`config.mk`:
```
export PLATFORM = sky130hd
export DESIGN_NAME = tile_reveal_scheduler
export DESIGN_NICKNAME = d
export VERILOG_FILES = /design/src/rtl/tile_game_pkg.sv /design/src/rtl/fade_step_timer.sv /design/src/rtl/tile_reveal_scheduler.sv
export SDC_FILE = /design/constraint.sdc
export NUM_CORES = 1
export LEC_CHECK = 0
export CAP_MARGIN = 25
export CORE_UTILIZATION = 44
export CTS_CLUSTER_SIZE = 12
export DETAILED_ROUTE_END_ITERATION = 10
export PLACE_DENSITY = 0.7
export SLEW_MARGIN = 20
export SYNTH_ARGS = -nofsm -noshare
export SYNTH_HDL_FRONTEND = slang
export SYNTH_SLANG_ARGS = --single-unit
```
`constraint.sdc`:
```
create_clock -name clk -period 3.4 [get_ports clk]
set_clock_uncertainty 0.2 [all_clocks]
set_input_delay 0.34 -clock clk [delete_from_list [all_inputs] [get_ports clk]]
set_output_delay 0.34 -clock clk [all_outputs]
set_load 0.1 [all_outputs]
```
`src/rtl/tile_game_pkg.sv`:
```
// Shared game constants and state encoding for the tile grid.
// Grid is 4x3 tiles of 160x160 pixels.
package tile_game_pkg;

   localparam int TILE_W          = 160;
   localparam int TILE_H          = 160;
   localparam int GRID_COLS       = 4;
   localparam int GRID_ROWS       = 3;
   localparam int TILES           = GRID_COLS * GRID_ROWS;
   localparam int FADE_STEPS      = 16;
   localparam int FRAMES_PER_STEP = 2;
   localparam int PEND_MAX        = 7;

   typedef enum logic [1:0] {
      IDLE   = 2'd0,
      PLAY   = 2'd1,
      REVEAL = 2'd2,
      WIN    = 2'd3
   } state_t;

endpackage

```
`src/rtl/fade_step_timer.sv`:
```
// Frame-paced fade level counter for a single tile reveal.
// done pulses combinationally on the tick that finishes the last level.
module fade_step_timer
   import tile_game_pkg::*;
#(
   parameter int STEPS  = FADE_STEPS,
   parameter int FRAMES = FRAMES_PER_STEP
) (
   input  logic       clk,
   input  logic       reset,
   input  logic       clear,
   input  logic       enable,
   input  logic       screen_end,
   output logic [3:0] level,
   output logic       done
);

   localparam int FW = (FRAMES > 1) ? $clog2(FRAMES) : 1;

   logic [FW-1:0] frame_cnt;
   logic          tick;
   logic          frame_last;
   logic          level_last;

   assign tick       = enable & screen_end;
   assign frame_last = (frame_cnt == FW'(FRAMES - 1));
   assign level_last = (level == 4'(STEPS - 1));
   assign done       = tick & frame_last & level_last;

   always_ff @(posedge clk or negedge reset) begin
      if (!reset) begin
         frame_cnt <= '0;
         level     <= '0;
      end else if (clear) begin
         frame_cnt <= '0;
         level     <= '0;
      end else if (tick) begin
         if (frame_last) begin
            frame_cnt <= '0;
            level     <= level_last ? 4'd0 : level + 4'd1;
         end else begin
            frame_cnt <= frame_cnt + FW'(1);
         end
      end
   end

endmodule

```
`src/rtl/tile_reveal_scheduler.sv`:
```
// Game-state controller: queues scored points and reveals grid tiles
// one at a time with a frame-synchronised fade.
module tile_reveal_scheduler
   import tile_game_pkg::*;
#(
   parameter int STEPS    = FADE_STEPS,
   parameter int FRAMES   = FRAMES_PER_STEP,
   parameter int PEND_LIM = PEND_MAX
) (
   input  logic             clk,
   input  logic             reset,
   input  logic             start,
   input  logic             point,
   input  logic             screen_end,
   output logic             ingame,
   output logic [31:0]      score,
   output logic [TILES-1:0] tile_mask,
   output logic [3:0]       reveal_tile,
   output logic [3:0]       reveal_level,
   output logic             busy,
   output logic             win
);

   localparam int PW = $clog2(PEND_LIM + 1);

   state_t           state, state_n;
   logic [31:0]      score_n;
   logic [TILES-1:0] mask_n;
   logic [PW-1:0]    pending, pending_n, pend_upd;
   logic [3:0]       tile_n;
   logic             clear;
   logic             done;
   logic             inc;

   fade_step_timer #(
      .STEPS  (STEPS),
      .FRAMES (FRAMES)
   ) u_timer (
      .clk        (clk),
      .reset      (reset),
      .clear      (clear),
      .enable     (state == REVEAL),
      .screen_end (screen_end),
      .level      (reveal_level),
      .done       (done)
   );

   always_comb begin
      state_n   = state;
      score_n   = score;
      mask_n    = tile_mask;
      tile_n    = reveal_tile;
      clear     = 1'b0;
      inc       = point && (state == PLAY || state == REVEAL);
      pend_upd  = pending;
      if (inc && !done && pending != PW'(PEND_LIM))
         pend_upd = pending + PW'(1);
      else if (done && !inc)
         pend_upd = pending - PW'(1);
      pending_n = pend_upd;

      if (start) begin
         state_n   = PLAY;
         score_n   = '0;
         mask_n    = '0;
         pending_n = '0;
         clear     = 1'b1;
      end else begin
         unique case (state)
            IDLE: ;
            PLAY: begin
               if (pending != '0 && score < TILES) begin
                  state_n = REVEAL;
                  tile_n  = score[3:0];
                  clear   = 1'b1;
               end
            end
            REVEAL: begin
               if (done) begin
                  mask_n[reveal_tile] = 1'b1;
                  score_n = score + 32'd1;
                  if (score_n == TILES) begin
                     state_n = WIN;
                  end else if (pend_upd != '0) begin
                     state_n = REVEAL;
                     tile_n  = score_n[3:0];
                  end else begin
                     state_n = PLAY;
                  end
               end
            end
            WIN: ;
         endcase
      end
   end

   always_ff @(posedge clk or negedge reset) begin
      if (!reset) begin
         state       <= IDLE;
         score       <= '0;
         tile_mask   <= '0;
         pending     <= '0;
         reveal_tile <= '0;
         ingame      <= 1'b0;
         busy        <= 1'b0;
         win         <= 1'b0;
      end else begin
         state       <= state_n;
         score       <= score_n;
         tile_mask   <= mask_n;
         pending     <= pending_n;
         reveal_tile <= tile_n;
         ingame      <= (state_n == PLAY) || (state_n == REVEAL);
         busy        <= (state_n == REVEAL);
         win         <= (state_n == WIN);
      end
   end

endmodule

```
==> results of run 1 <==
path summary, 6_finish.rpt:
path,endpoint,cells past startpoint,slack (ns),start
min in group clk,score[4]$_DFFE_PN0P_,2,0.28,start
worst min-delay path,score[12]$_DFFE_PN0P_,2,0.25,reset
worst min register to register,tile_mask[0]$_DFFE_PN0P_,2,0.33,tile_mask[0]$_DFFE_PN0P_
worst max register to register,ingame$_DFF_PN0_,12,0.03,score[1]$_DFFE_PN0P_
max in group asynchronous,ingame$_DFF_PN0_,3,2.19,reset
worst max-delay path,ingame$_DFF_PN0_,12,0.03,score[1]$_DFFE_PN0P_
stage by stage:
step                      std cells  hold slack, ns  power, W  TNS [ns]  area (sq um)
after global placement          665           0.321   0.00166         0          5090
after global routing            688           0.271   0.00272   -0.0872          5480
final                           688           0.246   0.00259         0          5480
after floorplan                 467          -0.156   0.00147    -0.555          4130
after detailed placement        666          0.0895   0.00168   -0.0652          5110
after CTS                       684           0.258   0.00259         0          5410
cells by family after synthesis:
| family | synth area share, % |
|---|---|
| AOI/OAI and AO/OA | 12.8 |
| xor gates and xnor gates | 8.15 |
| adders and majority gates | 3.46 |
| buffers and inverters | 6.14 |
| DFF | 38.4 |
| muxes | 1.16 |
| and+or+nand+nor | 29.8 |
area by class of cell:
type / instances / area, sq um
Clock inverter: 7 / 146
Fill cell: 774 / 3240
Clock buffer: 9 / 124
Sequential cell: 61 / 1610
Multi-Input combinational cell: 350 / 2300
Tap cell: 108 / 135
Timing Repair Buffer: 131 / 1080
Inverter: 22 / 82.6
timing repair:
item                                    CTS  global route
endpoints found under the hold margin    14             0
pin swaps                                 4             5
hold buffers                              1             0
resized for setup                         6             9
endpoints found under the setup margin    2             3
setup buffers                             1             4
power by group:
part	total, W	switching [W]	internal, W
registers	0.000851	0.0000664	0.000784
logic	0.000842	0.000584	0.000258
clock network	0.000902	0.000336	0.000566
synthesized netlist by cell type (2+ instances only):
cell type / instances
buf_4: 4
or3_1: 11
dfrtp_1: 61
a22oi_1: 2
a211o_1: 2
o22ai_1: 13
nand4_1: 12
a311oi_1: 2
a311o_1: 2
xnor2_1: 23
nand2_1: 40
nand2b_1: 9
xor2_1: 14
nor2_1: 56
nor2b_1: 3
ha_1: 11
nor3_1: 15
a21oi_1: 18
clkbuf_1: 19
nand3_1: 26
or4_1: 3
a2bb2oi_1: 3
mux2i_1: 2
o21ai_0: 12
inv_1: 22
nand3b_1: 2
nand4_4: 2
or2_2: 3
nand4_2: 2
nor3b_1: 5
nor4_1: 14
buf_2: 9
a2111o_1: 2
and3_1: 12
o211ai_1: 2
and4_1: 5
o31a_1: 2
o41ai_1: 2
critical path, delay by kind of cell, from the launching register on:
kind	cells	cell delay, ns
and+or+nand+nor	5	1.41
adders and majority gates	2	0.46
DFF	1	0.43
muxes	1	0.31
AOI/OAI and AO/OA	2	0.24
buffers and inverters	2	0.19
flip-flops by register name (all words and copies together), names as in the netlist:
register           count
pending                3
score                 32
reveal_tile            4
tile_mask             12
win                    1
u_timer.frame_cnt      1
state                  2
u_timer.level          4
ingame                 1
busy                   1
per-layer routing:
metal / wire length, um / track usage, %
met1: 5200 / 34.2
met2: 5970 / 43.9
met3: 466 / 4.75
met4: 333 / 9.99
met5: 0 / 0
==> run metrics, run 1 <==
layout cells sized above 1 29.5%; Core Area 0.00872 sq mm; CTS sink cnt 61; fraction of registers with async set/reset 100%; Max Cap Viol 0; Reg clk slew, reported paths 0.08 ns; f_max 0.297 GHz; antenna violations before repair 0; mapped cell area 0.00398 sq mm; Vias/cell 5.73; post-route setup slack 0.0327 ns; Mapped Nets 483; critical path, cell by cell ha_4, nand3_2, or4_4, nor3_4, mux2_4, a2bb2oi_1, or4_4, buf_6, nand2_2, a311oi_2, ha_1, inv_1; Slew headroom 34.3%; period utilization 99.0%; vias 3943; worst min path class in2async; CP endpoint kind flip-flop; DIE HEIGHT 97.1 um; most frequent cells in the layout buf_4, nor2_1, nand2_1; Worst Setup Start Kind flip-flop; vias in the first global route 3828; Yosys top cell area share 38.4%; Critical Path Slowest Stage Cell or4_4; fin. max-slew vios 0; Arrival @ worst endpoint 3.41 ns; global-route wire length before repair 19.6 mm; Routed wire per std cell 17.4 um; most frequent CP cell or4_4; EDFF count, synth 0; Fin. Hold Viols 0; Warnings, synthesis 0; row cnt 34; CP max FO 6; CP peak stage delay 0.59 ns; status complete, no violations; RSZ-0062 raised after global routing true; PortBufs 59; largest net degree at the start of global routing 33; largest buffer count on any clock path 2; WS Path Type reg2reg; Initial Util 45.6%; cts bufs inserted 9; Cells after Synth 467; I/O pin cnt 60; Least-Margin Pin Slew 0.982 ns; clk root buf clkbuf_8; Core Util, Final 62.9%; FF+latch count, synth 61; PD cells 473 mW/mm^2; Main synth FF type dfrtp_1; global route overflow 0; VDD IR max 0.000705 V; GP Congestion 1.05; Synth area leader dfrtp_1; CTS tree done; Die ar. 0.00942 sq mm; Post-DRT Antenna Nets 0; Worst EP required 3.45 ns; pre-CTS setup slack -0.0628 ns; most common cell after layout, fill and taps aside buf_4; H-tree depth 3; syn avg cell area 8.51 sq um; Global Route Usage Sum 26.4%; # setup viols final 0; dpl hpwl 8.97 mm; n_diodes 0; WL final 12.0 mm; synth top area cells dfrtp_1, nor2_1, xnor2_1; Leakage 2.29 nW; TritonRoute pass-1 iters 5; Layout area overhead 37.9%; Post-layout nets 591; sequential area share after synthesis 38.4%; DRC Markers 0; post-synthesis cell type count 58; number of DRC violations after detailed-routing iteration 0 190; Die Wd 97.1 um; clock latency on the worst-skew pair 0.36 ns; min cycle time layout 3.37 ns
Note: power is estimated with default switching activity, not from simulation.
==> inputs of run 2 (changes only) <==
--- a/config.mk
+++ b/config.mk
@@ -7,6 +7,7 @@
 export LEC_CHECK = 0
 export CAP_MARGIN = 25
 export CORE_UTILIZATION = 44
+export CTS_CLUSTER_DIAMETER = 120
 export CTS_CLUSTER_SIZE = 12
 export DETAILED_ROUTE_END_ITERATION = 10
 export PLACE_DENSITY = 0.7
==> results of run 2 <==
Same layout as run 1: the final DEF is identical, and so are final timing and power.
==> inputs of run 3 (changes only) <==
--- a/config.mk
+++ b/config.mk
@@ -7,7 +7,7 @@
 export LEC_CHECK = 0
 export CAP_MARGIN = 25
 export CORE_UTILIZATION = 44
-export CTS_CLUSTER_DIAMETER = 120
+export CTS_CLUSTER_DIAMETER = 150
 export CTS_CLUSTER_SIZE = 12
 export DETAILED_ROUTE_END_ITERATION = 10
 export PLACE_DENSITY = 0.7
==> results of run 3 <==
Same layout as run 1: the final DEF is identical, and so are final timing and power.
